==> src/rtl/sensor_pkg.sv <==
// rtl/sensor_pkg.sv - shared frame-geometry constants and sequencer state encoding
// Contents:
//   state_t          frame sequencer states
//   PIXELS_DEF       pixels read out per frame (shared with centroid block and bench)
//   PIX_DIV_DEF      clk cycles per pixel period
//   GAP_CYCLES_DEF   idle clk cycles between readout end and next exposure
package sensor_pkg;

    typedef enum logic [1:0] {
        IDLE    = 2'd0,
        EXPOSE  = 2'd1,
        READOUT = 2'd2,
        GAP     = 2'd3
    } state_t;

    localparam int PIXELS_DEF     = 512;
    localparam int PIX_DIV_DEF    = 4;
    localparam int GAP_CYCLES_DEF = 16;

endpackage

==> src/rtl/pixel_clock_gen.sv <==
// rtl/pixel_clock_gen.sv - readout phase counter, sensor/ADC clocks and pixel address
// Ports:
//   clk, reset   system clock, async active-high reset
//   run_d        sequencer will be in READOUT next cycle (all outputs are registered)
//   sens_clk     high for the first half of each pixel period
//   adc_clk      complement of sens_clk, high only during readout
//   pixel_addr   current pixel, 0 at readout entry, saturates at PIXELS-1
//   frame_last   high on the final readout cycle (last pixel, last phase)
module pixel_clock_gen
    import sensor_pkg::*;
#(
    parameter int PIXELS  = PIXELS_DEF,
    parameter int PIX_DIV = PIX_DIV_DEF
) (
    input  logic                      clk,
    input  logic                      reset,
    input  logic                      run_d,
    output logic                      sens_clk,
    output logic                      adc_clk,
    output logic [$clog2(PIXELS)-1:0] pixel_addr,
    output logic                      frame_last
);

    localparam int ADDR_W = $clog2(PIXELS);
    localparam int PH_W   = $clog2(PIX_DIV);

    localparam logic [PH_W-1:0]   PH_LAST   = PH_W'(PIX_DIV - 1);
    localparam logic [PH_W-1:0]   PH_HALF   = PH_W'(PIX_DIV / 2);
    localparam logic [ADDR_W-1:0] ADDR_LAST = ADDR_W'(PIXELS - 1);

    logic [PH_W-1:0]   phase_q;
    logic [PH_W-1:0]   phase_n;
    logic [ADDR_W-1:0] addr_n;
    logic              running_q;
    logic              pix_adv;
    logic              sens_n;

    // Next phase/address are computed from the upcoming cycle so that the
    // registered clocks line up with the first READOUT cycle.
    always_comb begin
        phase_n = phase_q;
        addr_n  = pixel_addr;
        pix_adv = 1'b0;
        if (run_d) begin
            if (!running_q) begin
                phase_n = '0;
                addr_n  = '0;
            end else if (phase_q == PH_LAST) begin
                phase_n = '0;
                pix_adv = 1'b1;
            end else begin
                phase_n = phase_q + PH_W'(1);
            end
            if (pix_adv && (pixel_addr != ADDR_LAST)) begin
                addr_n = pixel_addr + ADDR_W'(1);
            end
        end
    end

    assign sens_n = run_d && (phase_n < PH_HALF);

    always_ff @(posedge clk or posedge reset) begin
        if (reset) begin
            phase_q    <= '0;
            running_q  <= 1'b0;
            pixel_addr <= '0;
            sens_clk   <= 1'b0;
            adc_clk    <= 1'b0;
            frame_last <= 1'b0;
        end else begin
            phase_q    <= phase_n;
            running_q  <= run_d;
            pixel_addr <= addr_n;
            sens_clk   <= sens_n;
            adc_clk    <= run_d && !sens_n;
            frame_last <= run_d && (phase_n == PH_LAST) && (addr_n == ADDR_LAST);
        end
    end

endmodule

==> src/rtl/line_frame_sequencer.sv <==
// rtl/line_frame_sequencer.sv - line-sensor frame controller: exposure, laser, readout, gap
// Ports:
//   clk, reset            system clock, async active-high reset
//   enable                continuous frame mode, sampled in IDLE and at end of GAP
//   exposure_len          exposure length in clk cycles (0 treated as 1), latched at frame start
//   laser_len             laser pulse length in clk cycles, latched at frame start
//   sens_clk, adc_clk     sensor pixel clock / ADC sample clock, READOUT only
//   exposure, laser       integration gate / laser drive, laser confined inside exposure
//   data_valid            pixel data window, high throughout READOUT
//   pixel_addr            index of the current pixel
//   frame_start           1-cycle pulse on the first EXPOSE cycle
//   frame_done            1-cycle pulse on the last READOUT cycle
//   busy                  high in every state except IDLE
module line_frame_sequencer
    import sensor_pkg::*;
#(
    parameter int PIXELS     = PIXELS_DEF,
    parameter int PIX_DIV    = PIX_DIV_DEF,
    parameter int GAP_CYCLES = GAP_CYCLES_DEF,
    parameter int LEN_W      = 16
) (
    input  logic                      clk,
    input  logic                      reset,
    input  logic                      enable,
    input  logic [LEN_W-1:0]          exposure_len,
    input  logic [LEN_W-1:0]          laser_len,
    output logic                      sens_clk,
    output logic                      adc_clk,
    output logic                      exposure,
    output logic                      laser,
    output logic                      data_valid,
    output logic [$clog2(PIXELS)-1:0] pixel_addr,
    output logic                      frame_start,
    output logic                      frame_done,
    output logic                      busy
);

    localparam int GAP_W = $clog2(GAP_CYCLES + 1);
    localparam logic [GAP_W-1:0] GAP_LOAD = GAP_W'(GAP_CYCLES - 1);

    state_t            state_q;
    state_t            state_d;
    // The counters hold the latched lengths as "cycles remaining after this one",
    // so later changes on exposure_len/laser_len cannot affect a running frame.
    logic [LEN_W-1:0]  exp_cnt_q;
    logic [LEN_W-1:0]  exp_cnt_d;
    logic [LEN_W-1:0]  las_cnt_q;
    logic [LEN_W-1:0]  las_cnt_d;
    logic [GAP_W-1:0]  gap_cnt_q;
    logic [GAP_W-1:0]  gap_cnt_d;
    logic              exposure_d;
    logic              laser_d;
    logic              frame_start_d;
    logic              start_frame;
    logic              run_d;
    logic [LEN_W-1:0]  exp_eff;

    assign exp_eff = (exposure_len == '0) ? LEN_W'(1) : exposure_len;

    always_comb begin
        state_d       = state_q;
        exp_cnt_d     = exp_cnt_q;
        las_cnt_d     = las_cnt_q;
        gap_cnt_d     = gap_cnt_q;
        exposure_d    = 1'b0;
        laser_d       = 1'b0;
        frame_start_d = 1'b0;
        start_frame   = 1'b0;

        case (state_q)
            IDLE: begin
                if (enable) begin
                    start_frame = 1'b1;
                end
            end
            EXPOSE: begin
                if (exp_cnt_q == '0) begin
                    // Last exposure cycle: laser drops with exposure whatever its count.
                    state_d = READOUT;
                end else begin
                    exposure_d = 1'b1;
                    exp_cnt_d  = exp_cnt_q - LEN_W'(1);
                    if (laser && (las_cnt_q != '0)) begin
                        laser_d   = 1'b1;
                        las_cnt_d = las_cnt_q - LEN_W'(1);
                    end
                end
            end
            READOUT: begin
                // frame_done is the registered "this is the final readout cycle" flag.
                if (frame_done) begin
                    state_d   = GAP;
                    gap_cnt_d = GAP_LOAD;
                end
            end
            GAP: begin
                if (gap_cnt_q == '0) begin
                    if (enable) begin
                        start_frame = 1'b1;
                    end else begin
                        state_d = IDLE;
                    end
                end else begin
                    gap_cnt_d = gap_cnt_q - GAP_W'(1);
                end
            end
            default: begin
                state_d = IDLE;
            end
        endcase

        if (start_frame) begin
            state_d       = EXPOSE;
            exp_cnt_d     = exp_eff - LEN_W'(1);
            las_cnt_d     = (laser_len == '0) ? '0 : (laser_len - LEN_W'(1));
            exposure_d    = 1'b1;
            laser_d       = (laser_len != '0);
            frame_start_d = 1'b1;
        end
    end

    assign run_d = (state_d == READOUT);

    always_ff @(posedge clk or posedge reset) begin
        if (reset) begin
            state_q     <= IDLE;
            exp_cnt_q   <= '0;
            las_cnt_q   <= '0;
            gap_cnt_q   <= '0;
            exposure    <= 1'b0;
            laser       <= 1'b0;
            frame_start <= 1'b0;
            data_valid  <= 1'b0;
            busy        <= 1'b0;
        end else begin
            state_q     <= state_d;
            exp_cnt_q   <= exp_cnt_d;
            las_cnt_q   <= las_cnt_d;
            gap_cnt_q   <= gap_cnt_d;
            exposure    <= exposure_d;
            laser       <= laser_d;
            frame_start <= frame_start_d;
            data_valid  <= run_d;
            busy        <= (state_d != IDLE);
        end
    end

    pixel_clock_gen #(
        .PIXELS  (PIXELS),
        .PIX_DIV (PIX_DIV)
    ) u_pixel_clock_gen (
        .clk        (clk),
        .reset      (reset),
        .run_d      (run_d),
        .sens_clk   (sens_clk),
        .adc_clk    (adc_clk),
        .pixel_addr (pixel_addr),
        .frame_last (frame_done)
    );

endmodule

==> config.mk <==
export PLATFORM = sky130hd
export DESIGN_NAME = line_frame_sequencer
export DESIGN_NICKNAME = d
export VERILOG_FILES = /design/src/rtl/sensor_pkg.sv /design/src/rtl/pixel_clock_gen.sv /design/src/rtl/line_frame_sequencer.sv
export SDC_FILE = /design/constraint.sdc
export NUM_CORES = 1
export LEC_CHECK = 0
export ABC_CLOCK_PERIOD_IN_PS = 4600
export BUFFER_PORTS_ARGS = -buffer_cell sky130_fd_sc_hd__buf_2
export CORE_ASPECT_RATIO = 0.6
export CORE_MARGIN = 2
export CORE_UTILIZATION = 45
export DETAILED_ROUTE_END_ITERATION = 12
export PLACE_DENSITY = 0.73
export SETUP_SLACK_MARGIN = 0.1
export SYNTH_ARGS = -nofsm -noshare
export SYNTH_HDL_FRONTEND = slang
export SYNTH_SLANG_ARGS = --single-unit
==> constraint.sdc <==
create_clock -name clk -period 4.6 [get_ports clk]
set_input_delay 0.92 -clock clk [delete_from_list [all_inputs] [get_ports clk]]
set_output_delay 0.92 -clock clk [all_outputs]
set_load 0.02 [all_outputs]
# [Yosys cells after proc, flatten, opt, wreduce, memory -nomap -nowiden]
# Index checks and enable logic that the tools add are counted.
[op_classes] add_sub_neg=7 magnitude_cmp=1 n_eq_ne=11 mux=38 n_reduce_logical=21
[ops] cell="16-bit 2-to-1 mux" count=9
[ops] cell="16-bit by 1-bit subtractor with 16-bit output (second input constant)" count=4
[ops] cell="16-bit logical NOT" count=3
[ops] cell="16-bit nonzero test" count=2
[ops] cell="9-bit 2-to-1 mux" count=3
[ops] cell="2-bit 2-to-1 mux" count=8
[ops] cell="1-bit 2-to-1 mux" count=13
[ops] cell="2-bit == test (second input constant)" count=5
[ops] cell="5-bit 2-to-1 mux" count=2
[ops] cell="5-bit one-hot mux with 2 select lines" count=1
[ops] cell="9-bit by 1-bit adder with 9-bit output (second input constant)" count=1
[ops] cell="9-bit == test (second input constant)" count=1
[ops] cell="9-bit inequality test (second input constant)" count=1
[ops] cell="2-bit nonzero test" count=4
[ops] cell="1-bit logical AND" count=6
[ops] cell="2-bit one-hot mux with 3 select lines" count=1
[ops] cell="3-bit AND reduction" count=2
[ops] cell="5-bit logical NOT" count=1
[ops] cell="5-bit by 1-bit subtractor with 5-bit output (second input constant)" count=1
[ops] cell="2-bit inequality test (second input constant)" count=2
[ops] cell="2-bit by 1-bit adder with 2-bit output (second input constant)" count=1
[ops] cell="2-bit by 1-bit == test with 1-bit output (second input constant)" count=1
[ops] cell="2-bit logical NOT" count=1
[ops] cell="2-bit < comparator (second input constant)" count=1
[ops] cell="other kinds (4)" count=4
[word_totals] regBits=58 inputBits=35 out_inout_bits=17

# [Longest topological paths before layout]
# Gate-level depths: netlist of run 1.
[depth] word_depth=11 depth_mapped=15 depth_no_buf=12

# [By module]
# From an unflattened synthesis of run 1, not the netlist that was laid out.
[hier_totals] cells_unflattened=421 area_unflattened_um2=3773.6
[by_module_without_submodules] mod="line_frame_sequencer" instances=1 cells_per_inst=334 area_per_inst_um2=2955.3
[by_module_without_submodules] mod="pixel_clock_gen" instances=1 cells_per_inst=87 area_per_inst_um2=818.3

# [Worst setup path before layout of run 1]
# OpenSTA, ideal clock, no wires.
[synth_path] path_type="register to register" startpoint="register state_q[0]" endpoint="register exp_cnt_q[12]" setup_ns=0.148 arrival_time_ns=3.141 setup_slack_ns=1.311 stages_incl_launch_ff=16 path_buffers=3 synth_period_minus_slack_ns=3.289 cell_sequence="dfrtp_1 -> inv_1 -> ha_1 -> inv_1 -> a31o_2 -> nand2_1 -> clkbuf_1 -> buf_1 -> nor2_1 -> a21oi_1 -> ha_1 -> clkbuf_1 -> inv_1 -> a211oi_1 -> xnor2_1 -> o221ai_1"
[synth_between] elab_chain_len=4 elab_cells_between_ends=8
[synth_lines] element="start: declaration" line="line_frame_sequencer.sv:41" text="state_t state_q;"
[synth_lines] element="start signal: assignment" line="line_frame_sequencer.sv:136" text="state_q <= state_d;"
[synth_lines] element="2-bit == test or 2-bit logical NOT (tied branches)" line="line_frame_sequencer.sv:70" text="case (state_q)"
[synth_lines] element="1-bit one-hot mux with 2 select lines" line="line_frame_sequencer.sv:70"
[synth_lines] element="2-bit inequality test (no source line) or 2-bit nonzero test (tied branches)"
[synth_lines] element="2-bit AND reduction (no source line)"
[synth_lines] element="end signal: assignment" line="line_frame_sequencer.sv:137" text="exp_cnt_q <= exp_cnt_d;"
[synth_lines] element="end: declaration" line="line_frame_sequencer.sv:45" text="logic [LEN_W-1:0] exp_cnt_q;"
# Parallel ways exist; a longest one is shown, timed or not.
# A chain may end at the register's enable or synchronous reset.

# [Final worst setup path of run 1]
[layout_path] startpoint="register state_q[0]" endpoint="register u_pixel_clock_gen.frame_last"
[layout_between] elab_chain_len=9 elab_cells_between_ends=18
[layout_lines] element="2-bit 2-to-1 mux" line="line_frame_sequencer.sv:98" text="if (enable) begin"
[layout_lines] element="2-bit 2-to-1 mux" line="line_frame_sequencer.sv:97" text="if (gap_cnt_q == '0) begin"
[layout_lines] element="2-bit one-hot mux with 3 select lines" line="line_frame_sequencer.sv:70"
[layout_lines] element="2-bit 2-to-1 mux (*)" line="line_frame_sequencer.sv:112" text="if (start_frame) begin"
[layout_lines] element="2-bit == test (*)" line="line_frame_sequencer.sv:122" text="assign run_d = (state_d == READOUT);"
[layout_lines] element="branches (longest 3 deep; another with 9-bit 2-to-1 mux)"
[layout_lines] element="1-bit logical AND (*)" line="pixel_clock_gen.sv:76" text="frame_last <= run_d && (phase_n == PH_LAST) && (addr_n == ADDR_LAST);"
[layout_lines] element="end signal: assignment" line="pixel_clock_gen.sv:76"
[layout_lines] element="end: declaration" line="pixel_clock_gen.sv:21" text="output logic frame_last"
# Mark *: on every way between the ends.

==> results of run 1 <==
## sequential cells by signal, summed over array words and instances (netlist names), 2 cells and up
signal / count
exp_cnt_q: 16
las_cnt_q: 16
u_pixel_clock_gen.pixel_addr: 9
gap_cnt_q: 5
state_q: 2
u_pixel_clock_gen.phase_q: 2
## routing by layer
metal  track usage (%)  wire, um
met5                 0         0
met4              6.15        90
met3              6.88       970
met2              31.8      4800
met1              36.0      5600
## power breakdown
group          internal [mW]  switching (mW)
logic                 0.0236          0.0406
clock network          0.407           0.229
registers              0.511      0.00000596
## final timing paths
check / cells past startpoint / slack (ns) / startpoint / end
worst min-delay path: 1 / 0.49 / u_pixel_clock_gen.phase_q[1] / u_pixel_clock_gen.phase_q[1]
min in group asynchronous: 2 / 0.64 / reset / u_pixel_clock_gen.frame_last
worst max register to register: 9 / 0.94 / state_q[0] / u_pixel_clock_gen.frame_last
worst min register to register: 1 / 0.49 / u_pixel_clock_gen.phase_q[1] / u_pixel_clock_gen.phase_q[1]
max in group asynchronous: 3 / 3.08 / reset / exp_cnt_q[11]
worst max-delay path: 9 / 0.94 / state_q[0] / u_pixel_clock_gen.frame_last
## logic make-up (layout without fill, tap and decap cells)
logic type | count (synthesis) | in the layout | synth area share, %
xor+xnor | 40 | 40 | 8.38
mux | 11 | 11 | 2.72
flops | 58 | 58 | 34.7
compound gates | 107 | 107 | 19.2
fa+ha+maj | 13 | 13 | 3.89
buf+inv | 40 | 97 | 3.86
simple gates | 205 | 205 | 27.2
## cells in the final DEF (no fill, tap or decap), types with 3 or more instances in the layout
| master | netlist | layout |
|---|---|---|
| sky130_fd_sc_hd__dfrtp_1 | 58 | 58 |
| sky130_fd_sc_hd__buf_2 | 3 | 51 |
| sky130_fd_sc_hd__nor2_1 | 46 | 46 |
| sky130_fd_sc_hd__nand2_1 | 36 | 36 |
| sky130_fd_sc_hd__xor2_1 | 25 | 25 |
| sky130_fd_sc_hd__a21oi_1 | 24 | 23 |
| sky130_fd_sc_hd__inv_1 | 20 | 19 |
| sky130_fd_sc_hd__nor3_1 | 16 | 16 |
| sky130_fd_sc_hd__o21ai_0 | 16 | 16 |
| sky130_fd_sc_hd__xnor2_1 | 15 | 15 |
| sky130_fd_sc_hd__nand3_1 | 13 | 13 |
| sky130_fd_sc_hd__o22ai_1 | 13 | 13 |
| sky130_fd_sc_hd__ha_1 | 13 | 13 |
| sky130_fd_sc_hd__nor4_1 | 12 | 12 |
| sky130_fd_sc_hd__nand4_1 | 12 | 12 |
| sky130_fd_sc_hd__buf_4 | 0 | 10 |
| sky130_fd_sc_hd__or2_2 | 9 | 9 |
| sky130_fd_sc_hd__clkbuf_16 | 0 | 9 |
| sky130_fd_sc_hd__mux2i_1 | 8 | 8 |
| sky130_fd_sc_hd__and2_1 | 8 | 8 |
| sky130_fd_sc_hd__or4_1 | 6 | 6 |
| sky130_fd_sc_hd__or3_1 | 6 | 6 |
| sky130_fd_sc_hd__o41a_1 | 6 | 6 |
| sky130_fd_sc_hd__a31oi_1 | 5 | 5 |
| sky130_fd_sc_hd__and3_1 | 5 | 5 |
| sky130_fd_sc_hd__nor4b_1 | 5 | 5 |
| sky130_fd_sc_hd__nor2b_1 | 4 | 4 |
| sky130_fd_sc_hd__nand3b_1 | 4 | 4 |
| sky130_fd_sc_hd__nand4b_1 | 4 | 4 |
| sky130_fd_sc_hd__o21a_1 | 4 | 4 |
| sky130_fd_sc_hd__or4_4 | 3 | 3 |
| sky130_fd_sc_hd__a211oi_1 | 3 | 3 |
| sky130_fd_sc_hd__nor3b_1 | 3 | 3 |
| sky130_fd_sc_hd__a21o_1 | 3 | 3 |
| sky130_fd_sc_hd__nand2b_1 | 3 | 3 |
| sky130_fd_sc_hd__mux2_2 | 3 | 3 |
| sky130_fd_sc_hd__clkbuf_8 | 0 | 3 |
## metrics by stage
stage          instance area (sq um)  setup slack (ns)
6_report                        4870             0.945
3_5_place_dp                    4580              1.08
2_1_floorplan                   4180              1.31
5_1_grt                         4870             0.808
3_3_place_gp                    4580              1.15
4_1_cts                         4870              1.04
## area by class of cell
type	instances	area (sq um)	area share [%]
well taps	116	145	2.98
inverters	20	75.1	1.54
clock inverters	2	10.0	0.206
flip-flops and latches	58	1450	29.8
multi-input cells	376	2580	53.0
clock buffers	14	274	5.63
repair buffers	61	330	6.79
==> flow_results.xml, run 1 <==
<?xml version="1.0" encoding="UTF-8"?>
<metrics>
  <group name="setup_path">
    <metric name="endpoint_kind" unit="">flop</metric>
    <metric name="cp_data_arrival_time" unit="ns">3.84</metric>
    <metric name="worst-path-buf-inv" unit="">3</metric>
    <metric name="critical_path.slowest_cell" unit="">sky130_fd_sc_hd__a31oi_1</metric>
    <metric name="critical-path-top-cell-by-count" unit="">sky130_fd_sc_hd__inv_1</metric>
    <metric name="setup.worst_path.start_class" unit="">flop</metric>
    <metric name="worst_path_dominant_cell_family" unit="">compound AO/OA/AOI/OAI gates</metric>
    <metric name="timing.critical_path.cells" unit="">inv_1 &gt; ha_1 &gt; inv_1 &gt; a31oi_1 &gt; a32oi_1 &gt; buf_4 &gt; or3_1 &gt; a2111o_1 &gt; nor4_1</metric>
    <metric name="crit_type" unit="">flop to flop</metric>
    <metric name="worstPathRequired" unit="ns">4.78</metric>
    <metric name="worst-path-max-fanout" unit="">15</metric>
    <metric name="worst_path_largest_cell_delay" unit="ns">0.66</metric>
  </group>
  <group name="sta">
    <metric name="max_clock_freq" unit="MHz">274</metric>
    <metric name="finalCriticalPeriod" unit="ns">3.66</metric>
    <metric name="hold_viol" unit="">0</metric>
    <metric name="worst_clock_skew" unit="ns">0.00346</metric>
    <metric name="timing.setup.tns" unit="ns">0</metric>
    <metric name="rsz_0062_raised_after_global_routing" unit="">false</metric>
    <metric name="slew_viol_final" unit="">0</metric>
    <metric name="tightest_slew" unit="ns">0.839</metric>
    <metric name="hold-worst-slack" unit="ns">0.494</metric>
    <metric name="min_period_over_period" unit="%">79.5</metric>
    <metric name="setup_viol_count_final" unit="">0</metric>
    <metric name="timing.max_slew.rel_slack" unit="%">43.5</metric>
  </group>
  <group name="drt">
    <metric name="drt_iter0_markers" unit="">441</metric>
    <metric name="route.vias.total" unit="">3975</metric>
    <metric name="totalWireLength" unit="um">11500</metric>
    <metric name="routed_wire_length_per_instance" unit="um">17.7</metric>
    <metric name="first_pass_iters" unit="">5</metric>
    <metric name="postRouteAntennaNets" unit="">0</metric>
    <metric name="drc" unit="">0</metric>
    <metric name="viasPerCell" unit="">6.14</metric>
  </group>
  <group name="clocking">
    <metric name="cts-root-to-sink-buffers" unit="">2</metric>
    <metric name="hold_buffers" unit="">0</metric>
    <metric name="clock_network_latency_to_the_later_pin_of_the_worst_skew_pair" unit="ns">0.33</metric>
    <metric name="clock_pin_slew_on_the_worst_setup_and_hold_paths" unit="ns">0.05</metric>
    <metric name="cts_made_buffers" unit="">9</metric>
    <metric name="cts.sink_count" unit="">58</metric>
    <metric name="htree_num_levels" unit="">3</metric>
    <metric name="root_buffer" unit="">sky130_fd_sc_hd__clkbuf_16</metric>
    <metric name="cts_repair_resize_count" unit="">0</metric>
    <metric name="tritoncts" unit="">built</metric>
    <metric name="postCtsSetupRepairBufs" unit="">0</metric>
  </group>
  <group name="pwr">
    <metric name="power_density" unit="mW/mm^2">249</metric>
    <metric name="post-layout-total-power" unit="mW">1.21</metric>
    <metric name="leakage" unit="nW">2.08</metric>
    <metric name="worst_ir_drop_vdd" unit="mV">0.151</metric>
  </group>
  <group name="yosys">
    <metric name="post-synth-top-count-cell" unit="">sky130_fd_sc_hd__dfrtp_1</metric>
    <metric name="synth_seq_cells" unit="">58</metric>
    <metric name="yosys_most_used_dff" unit="">sky130_fd_sc_hd__dfrtp_1</metric>
    <metric name="postSynthNetCount" unit="">522</metric>
    <metric name="synth.cell_area" unit="sq mm">0.00418</metric>
    <metric name="netlist_top_cells_count" unit="">sky130_fd_sc_hd__dfrtp_1 (58), sky130_fd_sc_hd__nor2_1 (46), sky130_fd_sc_hd__nand2_1 (36)</metric>
    <metric name="synthesis.instances" unit="">474</metric>
    <metric name="seq_area_frac_synth" unit="%">34.7</metric>
    <metric name="synth_cell_types" unit="">69</metric>
    <metric name="synth_edf_count" unit="">0</metric>
    <metric name="synth_area_leader_cell" unit="">sky130_fd_sc_hd__dfrtp_1</metric>
    <metric name="synth_largest_type_area_fraction" unit="%">34.7</metric>
    <metric name="syn_area_per_cell" unit="sq um">8.82</metric>
    <metric name="synth.top_cells.by_area" unit="">sky130_fd_sc_hd__dfrtp_1 (35%), sky130_fd_sc_hd__xor2_1 (5.2%), sky130_fd_sc_hd__nor2_1 (4.1%), sky130_fd_sc_hd__ha_1 (3.9%), sky130_fd_sc_hd__nand2_1 (3.2%)</metric>
    <metric name="ys_async_rst_share" unit="%">100</metric>
    <metric name="ys.warnings.count" unit="">0</metric>
  </group>
  <group name="floorplan">
    <metric name="chipHeight" unit="um">78.7</metric>
    <metric name="dieArea" unit="sq mm">0.0101</metric>
    <metric name="effective_utilization_at_floorplan" unit="%">46.0</metric>
    <metric name="fp-row-count" unit="">27</metric>
    <metric name="floorplan.die.width" unit="um">128</metric>
    <metric name="core_area" unit="sq mm">0.00909</metric>
    <metric name="num_ports" unit="">52</metric>
  </group>
  <group name="layout">
    <metric name="final_nets" unit="">574</metric>
    <metric name="final-instance-count-excl-fill" unit="">647</metric>
    <metric name="layout-area-overhead-vs-synth" unit="%">16.4</metric>
    <metric name="final_core_util" unit="%">53.5</metric>
    <metric name="n_antenna_cell" unit="">0</metric>
    <metric name="layout-drive-gt1-share" unit="%">21.1</metric>
    <metric name="fillCellCount" unit="">828</metric>
  </group>
  <group name="grt">
    <metric name="grt.total_usage" unit="%">23.5</metric>
    <metric name="number_of_global_route_vias_before_repair" unit="">3642</metric>
    <metric name="initial_antenna_violation_count" unit="">0</metric>
    <metric name="grt_pass1_wl" unit="um">18700</metric>
    <metric name="grt_start_max_net_pins" unit="">35</metric>
    <metric name="grt_overflow_total" unit="">0</metric>
  </group>
  <group name="placement">
    <metric name="dp_cells" unit="">631</metric>
    <metric name="buffer_ports.inserted" unit="">51</metric>
    <metric name="place.gp.congestion" unit="">1.00</metric>
    <metric name="hpwl" unit="um">8400</metric>
  </group>
  <group name="run">
    <metric name="drv.max_cap_violation_count" unit="">0</metric>
  </group>
  <group name="status">
    <metric name="outcome" unit="">complete, no violations</metric>
  </group>
  <group name="worst_hold_path">
    <metric name="min_path_type" unit="">flop to flop</metric>
  </group>
</metrics>
(Power assumes the default switching activity.)
==> run 2: changes to the inputs <==
- ABC_CLOCK_PERIOD_IN_PS: 4600 -> 3500
- clock period: 4.6 -> 3.5 ns (I/O delays scaled with it)
==> run 2 against run 1 <==
- die area unchanged
- first-iteration DRC count is 16% lower
- critical endpoint is now exp_cnt_q[14]
- largest power group unchanged
- largest cell class unchanged
- maximum frequency increased by 21%
- non-clock buffer count grew 7
- critical path type unchanged
- final cell count grew 1.1%
==> flow_results.xml, run 2 (synthesized netlist as in run 1, its figures left out) <==
<?xml version="1.0" encoding="UTF-8"?>
<metrics>
  <group name="grt">
    <metric name="grt_start_max_net_pins" unit="">59</metric>
    <metric name="gr-usage-met1" unit="%">36.4</metric>
    <metric name="grt.total_usage" unit="%">24.1</metric>
    <metric name="initial_antenna_violation_count" unit="">0</metric>
    <metric name="number_of_global_route_vias_before_repair" unit="">3757</metric>
    <metric name="grt_pass1_wl" unit="um">19100</metric>
    <metric name="grt_use_met3" unit="%">7.23</metric>
    <metric name="gr-max-usage-layer" unit="">met1</metric>
    <metric name="grt_overflow_total" unit="">0</metric>
    <metric name="grt_util_met2" unit="%">32.0</metric>
  </group>
  <group name="setup_path">
    <metric name="critical_path.slowest_cell" unit="">sky130_fd_sc_hd__dfrtp_1</metric>
    <metric name="timing.critical_path.cells" unit="">inv_1 &gt; ha_1 &gt; nor2b_1 &gt; a31o_2 &gt; nand2_1 &gt; a21oi_1 &gt; ha_1 &gt; o221ai_1 &gt; o311a_1 &gt; o32a_1</metric>
    <metric name="endpoint_kind" unit="">flop</metric>
    <metric name="setup.worst_path.start_class" unit="">flop</metric>
    <metric name="worstPathRequired" unit="ns">3.72</metric>
    <metric name="critical-path-top-cell-by-count" unit="">sky130_fd_sc_hd__ha_1</metric>
    <metric name="worst_path_largest_cell_delay" unit="ns">0.52</metric>
    <metric name="cp_data_arrival_time" unit="ns">3.24</metric>
    <metric name="crit_type" unit="">flop to flop</metric>
    <metric name="worst-path-max-fanout" unit="">9</metric>
  </group>
  <group name="floorplan">
    <metric name="core_area" unit="sq mm">0.00909</metric>
    <metric name="floorplan.die.width" unit="um">128</metric>
    <metric name="fp-row-count" unit="">27</metric>
    <metric name="chipHeight" unit="um">78.7</metric>
    <metric name="effective_utilization_at_floorplan" unit="%">46.0</metric>
    <metric name="num_ports" unit="">52</metric>
    <metric name="dieArea" unit="sq mm">0.0101</metric>
  </group>
  <group name="placement">
    <metric name="place_worst_setup_slack" unit="ns">0.454</metric>
    <metric name="hpwl" unit="um">8560</metric>
    <metric name="buffer_ports.inserted" unit="">51</metric>
    <metric name="place.gp.congestion" unit="">0.911</metric>
  </group>
  <group name="layout">
    <metric name="final_core_util" unit="%">54.5</metric>
    <metric name="n_antenna_cell" unit="">0</metric>
    <metric name="fillCellCount" unit="">820</metric>
    <metric name="final_nets" unit="">581</metric>
    <metric name="mostFrequentLayoutCells" unit="">sky130_fd_sc_hd__dfrtp_1 (58), sky130_fd_sc_hd__buf_2 (51), sky130_fd_sc_hd__nor2_1 (46)</metric>
    <metric name="layout_commonest_cell" unit="">sky130_fd_sc_hd__dfrtp_1</metric>
    <metric name="reg_top3" unit="">exp_cnt_q: 16 flops, las_cnt_q: 16 flops, u_pixel_clock_gen.pixel_addr: 9 flops</metric>
    <metric name="layout-drive-gt1-share" unit="%">22.1</metric>
    <metric name="layout-area-overhead-vs-synth" unit="%">18.4</metric>
  </group>
  <group name="run">
    <metric name="drv.max_cap_violation_count" unit="">0</metric>
  </group>
  <group name="drt">
    <metric name="postRouteAntennaNets" unit="">0</metric>
    <metric name="totalWireLength" unit="um">11700</metric>
    <metric name="drt_iter0_markers" unit="">371</metric>
    <metric name="viasPerCell" unit="">6.19</metric>
    <metric name="route.vias.total" unit="">4046</metric>
    <metric name="first_pass_iters" unit="">5</metric>
    <metric name="drc" unit="">0</metric>
    <metric name="routed_wire_length_per_instance" unit="um">17.9</metric>
  </group>
  <group name="clocking">
    <metric name="root_buffer" unit="">sky130_fd_sc_hd__clkbuf_16</metric>
    <metric name="htree_num_levels" unit="">3</metric>
    <metric name="cts_repair_resize_count" unit="">0</metric>
    <metric name="clock_pin_slew_on_the_worst_setup_and_hold_paths" unit="ns">0.05</metric>
    <metric name="hold_buffers" unit="">0</metric>
    <metric name="cts-root-to-sink-buffers" unit="">2</metric>
    <metric name="postCtsSetupRepairBufs" unit="">0</metric>
    <metric name="clock_network_latency_to_the_later_pin_of_the_worst_skew_pair" unit="ns">0.34</metric>
    <metric name="cts.sink_count" unit="">58</metric>
    <metric name="tritoncts" unit="">built</metric>
    <metric name="cts_made_buffers" unit="">9</metric>
  </group>
  <group name="status">
    <metric name="outcome" unit="">complete, no violations</metric>
  </group>
  <group name="pwr">
    <metric name="seqPwrFrac" unit="%">39.6</metric>
    <metric name="leakage" unit="nW">2.13</metric>
    <metric name="clock_power_share" unit="%">55.4</metric>
    <metric name="share_comb_of_total_power" unit="%">5.1</metric>
    <metric name="power_density" unit="mW/mm^2">343</metric>
    <metric name="switchingPower" unit="mW">0.365</metric>
    <metric name="switching_share" unit="%">21.5</metric>
    <metric name="worst_ir_drop_vdd" unit="mV">0.230</metric>
    <metric name="internal_power" unit="mW">1.33</metric>
  </group>
  <group name="sta">
    <metric name="timing.setup.tns" unit="ns">0</metric>
    <metric name="postLayoutSetupSlackWorst" unit="ns">0.483</metric>
    <metric name="worst_clock_skew" unit="ns">0.00743</metric>
    <metric name="tightest_slew" unit="ns">0.864</metric>
    <metric name="max_clock_freq" unit="MHz">331</metric>
    <metric name="hold_viol" unit="">0</metric>
    <metric name="slew_viol_final" unit="">0</metric>
    <metric name="min_period_over_period" unit="%">86.2</metric>
    <metric name="setup_viol_count_final" unit="">0</metric>
    <metric name="rsz_0062_raised_after_global_routing" unit="">false</metric>
    <metric name="finalCriticalPeriod" unit="ns">3.02</metric>
    <metric name="timing.max_slew.rel_slack" unit="%">41.6</metric>
  </group>
  <group name="worst_hold_path">
    <metric name="min_path_type" unit="">flop to flop</metric>
  </group>
</metrics>
-- run 2: worst paths after layout --
check,startpoint,to,slack [ns],cells past startpoint
hold / removal,u_pixel_clock_gen.phase_q[1],u_pixel_clock_gen.phase_q[1],0.48,1
min in group asynchronous,reset,frame_start,0.58,3
hold reg to reg,u_pixel_clock_gen.phase_q[1],u_pixel_clock_gen.phase_q[1],0.48,1
max in group asynchronous,reset,exp_cnt_q[11],2.40,3
setup reg to reg,state_q[0],exp_cnt_q[14],0.48,10
setup / recovery,state_q[0],exp_cnt_q[14],0.48,10
-- run 2: critical path: cells and delay by family, from the launching register on --
| family | cells | cell delay (ns) |
|---|---|---|
| buffers and inverters | 1 | 0.14 |
| adders and majority gates | 2 | 0.53 |
| DFF | 1 | 0.52 |
| and+or+nand+nor | 2 | 0.32 |
| AOI/OAI and AO/OA | 5 | 1.36 |
-- run 2: layout make-up --
cell class              instances  area, sq um  share of cell area [%]
repair buffers                 68          383                    7.73
well taps                     116          145                    2.93
flip-flops and latches         58         1450                    29.3
clock inverters                 1         30.0                   0.606
clock buffers                  15          288                    5.81
inverters                      20         75.1                    1.52
multi-input cells             376         2580                    52.1
-- run 2: layer usage --
| metal | vias to the layer above | part of all wire, % |
|---|---|---|
| met5 | - | 0 |
| met4 | 0 | 1.4 |
| met3 | 20 | 9.3 |
| met2 | 220 | 41 |
| met1 | 1930 | 48 |
| li1 | 1876 | - |
-- run 2: power groups by stage --
stage | logic (mW) | clock network [mW] | registers, mW
floorplan | 0.0372 | 0 | 0.683
global placement | 0.0828 | 0 | 0.683
detailed placement | 0.0857 | 0 | 0.683
CTS | 0.0860 | 0.952 | 0.671
global route | 0.0937 | 0.978 | 0.671
finish | 0.0862 | 0.939 | 0.672
-- run 2: per-stage QoR --
step	std cells	hold WS [ns]	cell area, sq um	total power [mW]
floorplan	474	0.454	4180	0.720
global placement	638	0.469	4630	0.766
detailed placement	638	0.474	4630	0.769
CTS	654	0.485	4950	1.71
global route	654	0.530	4950	1.74
finish	654	0.481	4950	1.70
